### src/rtl/alu_taylor_ctrl.sv
// Taylor-series sequencer: sums coef[i]*x^i/i! through one shared saturating 18x18 Q1.16 multiplier.
// Latency 3*last+2 cycles from start to done; no backpressure, and start is ignored unless idle.
module alu_taylor_ctrl #(
    parameter int MAX_IDX = 10
) (
    input  logic        clk,
    input  logic        reset,
    input  logic        start,
    input  logic [2:0]  function_sel,
    input  logic [17:0] x,
    output logic [2:0]  taylor_function_sel,
    output logic [3:0]  taylor_idx,
    input  logic [17:0] taylor_deriv_coef,
    output logic        busy,
    output logic        done,
    output logic [17:0] result
);

    localparam logic [2:0]  ALU_TAYLOR_SIN          = 3'd0;
    localparam logic [2:0]  ALU_TAYLOR_COS          = 3'd1;
    localparam logic [2:0]  ALU_TAYLOR_INV_1_PLUS_X = 3'd2;

    localparam logic [17:0] Q_ONE = 18'h10000;
    localparam logic [17:0] Q_MAX = 18'h1FFFF;
    localparam logic [17:0] Q_MIN = 18'h20000;
    localparam logic [3:0]  MAX_IDX_L = 4'(MAX_IDX);

    typedef enum logic [2:0] {
        S_IDLE,
        S_MAC,
        S_MULX,
        S_MULINV,
        S_DONE
    } state_t;

    state_t      state_q,  state_d;
    logic [2:0]  fsel_q,   fsel_d;
    logic [17:0] x_q,      x_d;
    logic [3:0]  idx_q,    idx_d;
    logic [17:0] p_q,      p_d;
    logic [17:0] t_q,      t_d;
    logic [17:0] acc_q,    acc_d;
    logic [17:0] result_q, result_d;

    logic [3:0]         fn_last;
    logic [3:0]         last_idx;
    logic [3:0]         idx_inc;
    logic [17:0]        inv_val;
    logic               sel_ok;
    logic signed [17:0] mul_a;
    logic signed [17:0] mul_b;
    logic signed [35:0] mul_prod;
    logic [17:0]        mul_res;
    logic signed [18:0] acc_sum;
    logic [17:0]        acc_sat;
    logic               unused_frac;

    always_comb begin
        fn_last = 4'd0;
        case (fsel_q)
            ALU_TAYLOR_SIN:          fn_last = 4'd10;
            ALU_TAYLOR_COS:          fn_last = 4'd9;
            ALU_TAYLOR_INV_1_PLUS_X: fn_last = 4'd9;
            default:                 fn_last = 4'd0;
        endcase
        last_idx = (fn_last > MAX_IDX_L) ? MAX_IDX_L : fn_last;
    end

    assign sel_ok  = (function_sel == ALU_TAYLOR_SIN) ||
                     (function_sel == ALU_TAYLOR_COS) ||
                     (function_sel == ALU_TAYLOR_INV_1_PLUS_X);
    assign idx_inc = idx_q + 4'd1;

    // Q1.16 reciprocals 1/n, applied when stepping from term idx to idx+1.
    always_comb begin
        inv_val = 18'h00000;
        case (idx_inc)
            4'd1:    inv_val = 18'h10000;
            4'd2:    inv_val = 18'h08000;
            4'd3:    inv_val = 18'h05555;
            4'd4:    inv_val = 18'h04000;
            4'd5:    inv_val = 18'h03333;
            4'd6:    inv_val = 18'h02AAA;
            4'd7:    inv_val = 18'h02492;
            4'd8:    inv_val = 18'h02000;
            4'd9:    inv_val = 18'h01C71;
            4'd10:   inv_val = 18'h01999;
            default: inv_val = 18'h00000;
        endcase
    end

    // The single multiplier is owned by whichever arithmetic state is active.
    always_comb begin
        mul_a = 18'sd0;
        mul_b = 18'sd0;
        case (state_q)
            S_MAC: begin
                mul_a = taylor_deriv_coef;
                mul_b = p_q;
            end
            S_MULX: begin
                mul_a = p_q;
                mul_b = x_q;
            end
            S_MULINV: begin
                mul_a = t_q;
                mul_b = inv_val;
            end
            default: begin
                mul_a = 18'sd0;
                mul_b = 18'sd0;
            end
        endcase
    end

    assign mul_prod    = mul_a * mul_b;
    assign unused_frac = ^mul_prod[15:0];

    // Product >> 16 fits in 18 bits only when the three top bits agree.
    always_comb begin
        if ((mul_prod[35:33] == 3'b000) || (mul_prod[35:33] == 3'b111)) begin
            mul_res = mul_prod[33:16];
        end else begin
            mul_res = mul_prod[35] ? Q_MIN : Q_MAX;
        end
    end

    assign acc_sum = $signed({acc_q[17], acc_q}) + $signed({mul_res[17], mul_res});

    always_comb begin
        if (acc_sum[18] != acc_sum[17]) begin
            acc_sat = acc_sum[18] ? Q_MIN : Q_MAX;
        end else begin
            acc_sat = acc_sum[17:0];
        end
    end

    always_comb begin
        state_d  = state_q;
        fsel_d   = fsel_q;
        x_d      = x_q;
        idx_d    = idx_q;
        p_d      = p_q;
        t_d      = t_q;
        acc_d    = acc_q;
        result_d = result_q;
        case (state_q)
            S_IDLE: begin
                if (start) begin
                    fsel_d = function_sel;
                    x_d    = x;
                    idx_d  = 4'd0;
                    p_d    = Q_ONE;
                    acc_d  = 18'h00000;
                    if (sel_ok) begin
                        state_d = S_MAC;
                    end else begin
                        result_d = 18'h00000;
                        state_d  = S_DONE;
                    end
                end
            end
            S_MAC: begin
                acc_d = acc_sat;
                if (idx_q == last_idx) begin
                    // Load result on the way into DONE so it is valid alongside the done pulse.
                    result_d = acc_sat;
                    state_d  = S_DONE;
                end else begin
                    state_d = S_MULX;
                end
            end
            S_MULX: begin
                t_d     = mul_res;
                state_d = S_MULINV;
            end
            S_MULINV: begin
                p_d     = mul_res;
                idx_d   = idx_inc;
                state_d = S_MAC;
            end
            S_DONE: begin
                state_d = S_IDLE;
            end
            default: begin
                state_d = S_IDLE;
            end
        endcase
    end

    always_ff @(posedge clk or posedge reset) begin
        if (reset) begin
            state_q  <= S_IDLE;
            fsel_q   <= 3'd0;
            x_q      <= 18'h00000;
            idx_q    <= 4'd0;
            p_q      <= 18'h00000;
            t_q      <= 18'h00000;
            acc_q    <= 18'h00000;
            result_q <= 18'h00000;
        end else begin
            state_q  <= state_d;
            fsel_q   <= fsel_d;
            x_q      <= x_d;
            idx_q    <= idx_d;
            p_q      <= p_d;
            t_q      <= t_d;
            acc_q    <= acc_d;
            result_q <= result_d;
        end
    end

    assign taylor_function_sel = fsel_q;
    assign taylor_idx          = idx_q;
    assign busy                = (state_q != S_IDLE);
    assign done                = (state_q == S_DONE);
    assign result              = result_q;

endmodule
### config.mk
export PLATFORM = sky130hd
export DESIGN_NAME = alu_taylor_ctrl
export DESIGN_NICKNAME = d
export VERILOG_FILES = /design/src/rtl/alu_taylor_ctrl.sv
export SDC_FILE = /design/constraint.sdc
export NUM_CORES = 1
export LEC_CHECK = 0
export ABC_AREA = 1
export CAP_MARGIN = 25
export CORE_MARGIN = 4
export CORE_UTILIZATION = 55
export DETAILED_ROUTE_END_ITERATION = 8
export GPL_TIMING_DRIVEN = 0
export PLACE_DENSITY = 0.8
export SLEW_MARGIN = 10
export SYNTH_ARGS = -nofsm -noshare
export SYNTH_HDL_FRONTEND = slang
export SYNTH_SLANG_ARGS = --single-unit
### constraint.sdc
create_clock -name clk -period 8.45 [get_ports clk]
set_input_delay 1.69 -clock clk [delete_from_list [all_inputs] [get_ports clk]]
set_output_delay 1.69 -clock clk [all_outputs]
set_load 0.01 [all_outputs]
==> results of run 1 <==
[through the flow]
step	cells	worst slack [ps]
2_1_floorplan	2193	-357
3_3_place_gp	2696	-2400
3_5_place_dp	2700	-2540
4_1_cts	2877	-723
5_1_grt	2917	-1230
6_report	2917	-978
[layout by cell type, fill, tap and decap left out, drive strengths merged, types with 3 or more instances in the layout]
master         synthesis  layout
and2                   4       4
a211oi                 5       5
a31oi                  7       7
o22ai                 10      10
xor2                  15      15
nand4                  4       4
nor2                 229     229
dfrtp                100     100
o21a                   3       3
clkinv                 9      13
o211ai                 6       6
dlygate4sd2            0       5
xnor2                 25      25
a21oi                 69      69
clkdlybuf4s50          0      51
nand3                 47      47
nor3                  10      10
o2111ai                3       3
nor4                   6       6
nand2                493     493
a22oi                  6       6
mux2                  10      10
fa                   329     329
o21bai                 3       3
ha                   114     114
inv                  504     504
a22o                  12      12
buf                   13     230
o21ai                 99      99
clkbuf                49      56
[routing by layer]
metal	GRT usage	up-vias	wire, um
li1	-	7144	-
met1	0.414	8367	21800
met2	0.577	1065	29800
met3	0.0668	318	5400
met4	0.176	2	4740
met5	0	-	17
[final cells by class]
class                   instances  area, um2
repair buffers                275       2520
clock inverters                 5       60.1
inverters                     513       2070
well taps                     435        544
clock buffers                  11        233
fillers                      1960       8040
multi-input cells            1518      15200
flip-flops and latches        100       2510
repair inverters                2       25.0
plain buffers                  58        616
[kinds of logic after synthesis]
logic type,Yosys count,share of synthesized area
buffers and inverters,575,0.123
muxes,10,0.00632
AOI/OAI and AO/OA,230,0.0773
and+or+nand+nor,795,0.183
xor gates and xnor gates,40,0.0197
adders and majority gates,443,0.450
DFF,100,0.140
[repair_timing]
action,in CTS,in global routing
resized for setup,486,191
pin swaps,183,109
setup buffers,159,43
gates cloned,6,0
hold buffers,0,0
endpoints found under the setup margin,70,36
[tightest hold or removal path, cell delays in order (launching register included)]
cell and delay, ps:
dfrtp_1 340, nand2_1 70, o21ai_2 50
[state kept, by name (all words and copies together), names as in the netlist]
register	count
acc_q	18
p_q	18
result	18
t_q	18
x_q	18
taylor_idx	4
state_q	3
taylor_function_sel	3
[report_power, final]
part / leakage [nW] / internal (mW) / switching (mW)
sequential: 1.30 / 0.624 / 0.103
clock: 0.140 / 0.231 / 0.187
combinational: 10.4 / 2.23 / 3.22
[how the worst min path moves through the flow]
stage | from | end | slack (ps)
finish | p_q[10] | p_q[10] | 490
global route | p_q[13] | p_q[13] | 510
CTS | p_q[10] | p_q[10] | 490
detailed placement | p_q[10] | p_q[10] | 470
global placement | p_q[1] | p_q[1] | 470
floorplan | p_q[13] | p_q[13] | 450
==> results.tsv, run 1 <==
stage	metric	value	unit
timing	Final Hold Viols	0	
synthesis	Synth top area share	0.370	
outcome	failing checks	setup timing	
final_layout	layout cells sized above 1	0.300	
outcome	outcome	finished with violations	
worst_setup_path	CP startpoint	taylor_deriv_coef[8]	
synthesis	most frequent cell after synthesis	inv_1	
global_route	total track usage	0.340	
final_layout	final core occ	0.747	
synthesis	Yosys top cell by area	fa_1	
clock_network	CTS tree	done	
run	max-cap violation count	0	
synthesis	Mapped Area	17800	um2
drt	Vias	16900	
final_layout	design area	23800	um2
floorplanning	core box area	31800	um2
worst_setup_path	CP Data Arrival Time	9650	ps
timing	Worst Tran Pin Value	998	ps
drt	number of remaining DRC errors	0	
worst_setup_path	Critical Path RT	8670	ps
clock_network	worst skew pair latency	350	ps
worst_setup_path	largest stage delay on the critical path	620	ps
place	placed inst area	19500	um2
worst_setup_path	Critical Path Fanout Max	6	
final_layout	ant diodes	0	
synthesis	synth unique cells	48	
global_route	largest net degree at the start of global routing	65	
timing	Tmin final	9430	ps
synthesis	fraction of registers with async set/reset	1.00	
drt	Antenna Nets Post-Route	0	
timing	Final TNS setup	-31200	ps
final_layout	fin nets	2962	
worst_setup_path	Critical Path End	result[11]	
worst_setup_path	flop2flop setup slack	-910	ps
place	hpwl dp	44800	um
synthesis	Mapped Cells	2193	
floorplanning	initial core utilization	0.560	
place	count of input and output buffers	68	
timing	fmax	0.106	GHz
floorplanning	die height	188	um
power	pwr dens	278	nW/um2
synthesis	Most used DFF post-synth	dfrtp_1	
worst_setup_path	Crit path depth	42	
synthesis	post-synthesis sequential area ratio	0.140	
place	GPL Wtd Cong	0.965	
worst_setup_path	reg2reg start	taylor_idx[0]	
timing	Fin Hold WS	489	ps
clock_network	TritonCTS buffer count	9	
floorplanning	die width	188	um
clock_network	clk root buf	clkbuf_16	
power	Pwr Total	6.60	mW
drt	Final Routed Wirelength	61800	um
clock_network	clk buf depth	2	
timing	final max-slew violation count	0	
global_route	initial antenna violation count	1	
synthesis	FF+latch count, synth	100	
clock_network	Clock Sinks	100	
floorplanning	IO Pins	69	
min_path	worst min path class	reg -> reg	
global_route	vias in the first global route	17500	
global_route	first-pass GRT wire length	94500	um
drt	DR pass1 iterations	6	
global_route	total congestion overflow	0	
min_path	WHS Path Cells	2	
worst_setup_path	CP startpoint kind	primary input	
worst_setup_path	crit path kind	in -> reg	
synthesis	EDFF count, synth	0	
power	worst vdd rail ir drop	0.318	mV
timing	Setup-failing EPs final	36	
worst_setup_path	CP Buf/Inv Count	7	
timing	Fin Clk Skew	7.73	ps
worst_setup_path	CP top delay family	adder cells	
drt	drt via density	5.79	
floorplanning	die area	35300	um2
synthesis	Area contributors post-synth	fa_1, dfrtp_1, inv_1	
timing	Max transition margin	0.330	
worst_setup_path	crit path capture type	flip-flop	
drt	Initial DRC Count	1796	
worst_setup_path	Reg2Reg Depth	54	
timing	Final WS setup	-978	ps
worst_setup_path	Crit Reg-Reg Endpoint	result[2]	
synthesis	Syn Nets	2678	
synthesis	top cells by count, synth	inv_1, nand2_1, fa_1	
clock_network	CTS H-Tree Depth	3	
timing	Tcrit/Tclk final	1.12	
final_layout	area grow syn2layout	33.3	%
floorplanning	Row Count	65	
worst_setup_path	highest-delay cell along the critical path	fa_1	
timing	RSZ-0062 raised after global routing	true	
power	Pleak	11.8	nW
clock_network	clock slew at reported path FFs	70	ps
synthesis	Ys Warns	0	
drt	wire per inst	21.2	um
synthesis	Post-Syn Area per Cell	8.13	um2
No activity file was read; power rests on OpenSTA's default activity.
==> inputs of run 2 (changes only) <==
--- a/config.mk
+++ b/config.mk
@@ -11,7 +11,7 @@
 export CORE_UTILIZATION = 55
 export DETAILED_ROUTE_END_ITERATION = 8
 export GPL_TIMING_DRIVEN = 0
-export PLACE_DENSITY = 0.8
+export PLACE_DENSITY = 0.77
 export SLEW_MARGIN = 10
 export SYNTH_ARGS = -nofsm -noshare
 export SYNTH_HDL_FRONTEND = slang
==> constraint.sdc (replaced) <==
create_clock -name clk -period 9.5 [get_ports clk]
set_input_delay 1.9 -clock clk [delete_from_list [all_inputs] [get_ports clk]]
set_output_delay 1.9 -clock clk [all_outputs]
set_load 0.01 [all_outputs]
==> run 2 against run 1 <==
Against the previous run:
- the run still ends with setup timing left
- worst hold slack improved by 2.1 ps
- sequential cell count unchanged
- sequential power is 12% lower
- combinational power is 15% lower
- total power down 15%
- cell count down 0.58%
- via count is 1.7% lower
- sequential share of layout area grew 0.23 points
- critical path depth grew 2
- register-to-register slack better by 750 ps
- critical path type unchanged
==> results.tsv, run 2 (synthesis gave the netlist of run 1 again) <==
stage	metric	value	unit
clock_network	TritonCTS buffer count	9	
clock_network	clock slew at reported path FFs	70	ps
final_layout	design area	23300	um2
place	DP Worst Slack	-2890	ps
outcome	failing checks	setup timing	
clock_network	clk buf depth	2	
global_route	vias in the first global route	17100	
clock_network	Post-CTS Hold Fix Bufs	0	
drt	Final Routed Wirelength	61400	um
global_route	total track usage	0.332	
timing	RSZ-0062 raised after global routing	true	
floorplanning	initial core utilization	0.560	
drt	number of remaining DRC errors	0	
worst_setup_path	Crit path depth	44	
global_route	first-pass GRT wire length	91900	um
clock_network	CTS H-Tree Depth	3	
final_layout	commonest cells after routing, fill and taps aside	inv_1, nand2_1, fa_1	
drt	drt via density	5.73	
floorplanning	IO Pins	69	
worst_setup_path	Reg2Reg Depth	52	
worst_setup_path	largest stage delay on the critical path	610	ps
worst_setup_path	crit path capture type	flip-flop	
timing	Setup-failing EPs final	34	
final_layout	register area	2510	um2
min_path	worst min path class	reg -> reg	
clock_network	CTS tree	done	
drt	Initial DRC Count	1767	
final_layout	Post-Layout Cell Count	2900	
place	count of input and output buffers	68	
worst_setup_path	CP Buf/Inv Count	10	
final_layout	ant diodes	0	
final_layout	fillers	2200	
power	Pleak	11.6	nW
min_path	WHS Path Cells	2	
timing	Worst Tran Pin Value	974	ps
timing	Tcrit/Tclk final	1.03	
worst_setup_path	Critical Path Fanout Max	6	
final_layout	layout cells sized above 1	0.267	
drt	DR pass1 iterations	6	
global_route	total congestion overflow	0	
worst_setup_path	CP Data Arrival Time	10070	ps
worst_setup_path	CP top delay family	adder cells	
drt	Antenna Nets Post-Route	0	
timing	fmax	0.102	GHz
timing	final max-slew violation count	0	
place	Cells after DPL	2699	
worst_setup_path	Critical Path RT	9780	ps
final_layout	commonest non-fill, non-tap cell in the layout	inv_1	
floorplanning	core box area	31800	um2
drt	Vias	16600	
worst_setup_path	crit path kind	in -> reg	
global_route	largest net degree at the start of global routing	59	
final_layout	final core occ	0.731	
clock_network	clk root buf	clkbuf_16	
floorplanning	die width	188	um
final_layout	fin nets	2945	
place	hpwl dp	44500	um
floorplanning	Row Count	65	
run	max-cap violation count	0	
power	pwr dens	242	nW/um2
clock_network	worst skew pair latency	370	ps
final_layout	Multi-input gate area	14900	um2
timing	Final Hold Viols	0	
drt	wire per inst	21.2	um
timing	Tmin final	9790	ps
power	worst vdd rail ir drop	0.287	mV
worst_setup_path	Most Frequent Cell on Critical Path	fa_1	
global_route	initial antenna violation count	0	
timing	Final WS setup	-295	ps
power	Pwr Total	5.64	mW
timing	Fin Clk Skew	22.1	ps
place	GPL Wtd Cong	0.984	
final_layout	area grow syn2layout	30.5	%
floorplanning	die area	35300	um2
outcome	outcome	finished with violations	
clock_network	Clock Sinks	100	
floorplanning	die height	188	um
timing	Max transition margin	0.346	
worst_setup_path	CP startpoint kind	primary input	
worst_setup_path	highest-delay cell along the critical path	fa_1	
place	placed inst area	19100	um2
-- run 2: changes by cell type in the layout (fill, tap and decap cells not counted), moves of 7 or more --
cell / before / now
clkinvlp_4: 2 / 11
nand3_1: 23 / 34
nor2_1: 174 / 194
inv_1: 426 / 434
nor2_2: 22 / 8
nand2_2: 71 / 55
inv_2: 54 / 40
nand3_4: 9 / 2
buf_4: 168 / 154
nand2_1: 380 / 395
-- run 2: tightest hold or removal path, stage by stage (launching register included) --
cell and delay (ps):
dfrtp_1 350, nand2_1 60, nand2_1 50
-- run 2: per-layer routing --
layer | wire length (um) | up-vias | GRT usage
met5 | 0 | - | 0
li1 | - | 7087 | -
met3 | 5340 | 292 | 0.0549
met1 | 22600 | 8270 | 0.431
met2 | 28800 | 961 | 0.537
met4 | 4710 | 0 | 0.182
-- run 2: through the flow --
stage / hold slack [ps] / TNS [ps]
2_1_floorplan: 449 / 0
3_3_place_gp: 466 / -101270
3_5_place_dp: 470 / -109390
4_1_cts: 486 / -1380
5_1_grt: 502 / -14050
6_report: 491 / -6380
-- run 2: worst paths after layout --
path / to / from / slack (ps)
worst max-delay path: result[4] / taylor_deriv_coef[6] / -290
worst min-delay path: result[14] / result[14] / 490
worst max register to register: result[4] / state_q[0] / -160
worst min register to register: result[14] / result[14] / 490
max in group asynchronous: taylor_idx[1] / reset / 6840
min in group asynchronous: result[2] / reset / 1960
-- run 2: area by class of cell --
cell class / instances / area share
clock inverter: 5 / 0.00188
timing repair inverter: 1 / 0.000269
tap: 435 / 0.0234
buffer: 57 / 0.0239
sequential: 100 / 0.108
inverter: 513 / 0.0903
clock buffer: 11 / 0.0109
multi-input combinational: 1518 / 0.639
timing repair buffer: 260 / 0.102
-- run 2: timing repair --
action,in CTS,in global routing
endpoints found under the setup margin,42,36
resized for setup,483,202
setup buffers,119,68
gates cloned,2,1
pin swaps,147,130
-- run 2: power breakdown --
group          leakage, nW  total, mW  switching [mW]  internal [mW]
sequential            1.30      0.643          0.0879          0.555
combinational         10.2       4.62            2.74           1.88
clock                0.140      0.375           0.179          0.196
==> inputs of run 3 (changes only) <==
--- a/config.mk
+++ b/config.mk
@@ -12,7 +12,7 @@
 export DETAILED_ROUTE_END_ITERATION = 8
 export GPL_TIMING_DRIVEN = 0
 export PLACE_DENSITY = 0.77
-export SLEW_MARGIN = 10
+export SLEW_MARGIN = 20
 export SYNTH_ARGS = -nofsm -noshare
 export SYNTH_HDL_FRONTEND = slang
 export SYNTH_SLANG_ARGS = --single-unit
==> run 3 against run 2 <==
Against the previous run:
- die area is the same
- sequential cell count is the same
- final area shrank 0.39%
- utilization shrank 0.28 points
- worst hold slack lost 1.7 ps
- non-clock buffer count shrank 11
- the run still ends with setup timing left
- via count grew 0.89%
- cell count shrank 0.38%
==> results.tsv, run 3 (synthesis gave the netlist of run 1 again) <==
stage	metric	value	unit
outcome	outcome	finished with violations	
outcome	failing checks	setup timing	
run	max-cap violation count	0	
floorplanning	initial core utilization	0.560	
floorplanning	die width	188	um
timing	RSZ-0062 raised after global routing	true	
timing	final max-slew violation count	0	
power	Pwr Total	5.61	mW
worst_setup_path	CP top delay family	adder cells	
worst_setup_path	Crit path depth	43	
floorplanning	Row Count	65	
clock_network	clk root buf	clkbuf_16	
final_layout	commonest cells after routing, fill and taps aside	inv_1, nand2_1, fa_1	
global_route	largest net degree at the start of global routing	60	
worst_setup_path	highest-delay cell along the critical path	o22ai_1	
final_layout	area grow syn2layout	30.0	%
timing	Fin Clk Skew	12.1	ps
place	hpwl dp	44600	um
timing	Final WS setup	-306	ps
drt	drt via density	5.80	
drt	DR pass1 iterations	7	
timing	Final TNS setup	-7650	ps
drt	Vias	16800	
clock_network	CTS tree	done	
final_layout	Post-Layout Cell Count	2889	
final_layout	final core occ	0.728	
worst_setup_path	CP startpoint kind	flip-flop	
worst_setup_path	crit path capture type	flip-flop	
worst_setup_path	CP startpoint	state_q[1]	
drt	number of remaining DRC errors	0	
timing	Final Hold Viols	0	
final_layout	layout cells sized above 1	0.266	
final_layout	fin nets	2934	
timing	Setup-failing EPs final	34	
power	Pleak	11.5	nW
final_layout	commonest non-fill, non-tap cell in the layout	inv_1	
global_route	total track usage	0.342	
worst_setup_path	flop2flop setup slack	-310	ps
drt	Antenna Nets Post-Route	0	
worst_setup_path	largest stage delay on the critical path	610	ps
timing	fmax	0.102	GHz
global_route	initial antenna violation count	0	
final_layout	ant diodes	0	
floorplanning	IO Pins	69	
worst_setup_path	Most Frequent Cell on Critical Path	fa_1	
worst_setup_path	CP Buf/Inv Count	12	
clock_network	worst skew pair latency	360	ps
place	count of input and output buffers	68	
place	Cells after DPL	2700	
global_route	first-pass GRT wire length	94800	um
drt	wire per inst	21.5	um
place	DP Worst Slack	-2790	ps
floorplanning	die area	35300	um2
worst_setup_path	Critical Path Fanout Max	10	
worst_setup_path	Crit Reg-Reg Endpoint	result[0]	
worst_setup_path	Critical Path RT	9770	ps
clock_network	clock slew at reported path FFs	70	ps
clock_network	Clock Sinks	100	
floorplanning	core box area	31800	um2
drt	Initial DRC Count	1968	
timing	Tcrit/Tclk final	1.03	
worst_setup_path	Reg2Reg Depth	43	
timing	Worst Tran Pin Value	982	ps
power	worst vdd rail ir drop	0.241	mV
power	pwr dens	242	nW/um2
timing	Max transition margin	0.341	
clock_network	CTS H-Tree Depth	3	
worst_setup_path	Critical Path End	result[0]	
drt	Final Routed Wirelength	62100	um
min_path	worst min path class	reg -> reg	
worst_setup_path	crit path kind	reg -> reg	
global_route	vias in the first global route	17500	
place	GPL Wtd Cong	0.984	
clock_network	Post-CTS Hold Fix Bufs	0	
floorplanning	die height	188	um
worst_setup_path	reg2reg start	state_q[1]	
clock_network	TritonCTS buffer count	9	
clock_network	clk buf depth	2	
global_route	total congestion overflow	0	
timing	Tmin final	9810	ps
worst_setup_path	CP Data Arrival Time	10080	ps
## run 3: layout make-up
cell class	count	area, um2
Buffer	55	498
Clock buffer	10	239
Clock inverter	6	71.3
Fill cell	2225	8640
Inverter	513	2080
Multi-Input combinational cell	1518	14800
Sequential cell	100	2510
Tap cell	435	544
Timing Repair Buffer	251	2380
Timing Repair inverter	1	5.00
## run 3: how the worst min path moves through the flow
| stage | cells past startpoint | slack (ps) | endpoint | from |
|---|---|---|---|---|
| finish | 2 | 490 | p_q[6] | p_q[6] |
| global route | 2 | 510 | t_q[13] | t_q[13] |
| CTS | 2 | 490 | p_q[6] | p_q[6] |
| detailed placement | 2 | 470 | p_q[6] | p_q[6] |
| global placement | 2 | 470 | p_q[4] | p_q[4] |
| floorplan | 2 | 450 | p_q[13] | p_q[13] |
## run 3: per-stage QoR
step / hold WS (ps) / cell area, um2
CTS: 488 / 22300
finish: 490 / 23200
floorplan: 449 / 17900
detailed placement: 471 / 19100
global route: 507 / 23200
global placement: 466 / 19100
## run 3: what timing repair did
item,CTS,global route
buffers inserted,124,52
gates cloned,4,0
endpoints found under the hold margin,0,0
pin swaps,158,112
endpoints found under the setup margin,36,36
gates resized for setup,474,185
## run 3: power by group
part / leakage, nW / total [mW] / internal, mW / switching [mW]
sequential: 1.30 / 0.641 / 0.555 / 0.0863
clock: 0.151 / 0.398 / 0.215 / 0.183
combinational: 10.1 / 4.57 / 1.83 / 2.74
total: 11.5 / 5.61 / 2.60 / 3.01
## run 3: worst min-delay path, delay by kind of cell (launching register included)
| family | cells | cell delay (ps) |
|---|---|---|
| AND/OR/NAND/NOR | 1 | 70 |
| AO/OA/AOI/OAI | 1 | 50 |
| flip-flops | 1 | 340 |
## run 3: routing by layer
layer | part of all wire | track usage | vias to the layer above | wire [um]
li1 | - | - | 7069 | -
met1 | 0.36 | 0.440 | 8340 | 22600
met2 | 0.47 | 0.554 | 1047 | 29000
met3 | 0.090 | 0.0560 | 301 | 5580
met4 | 0.079 | 0.193 | 0 | 4880
met5 | 0 | 0 | - | 0
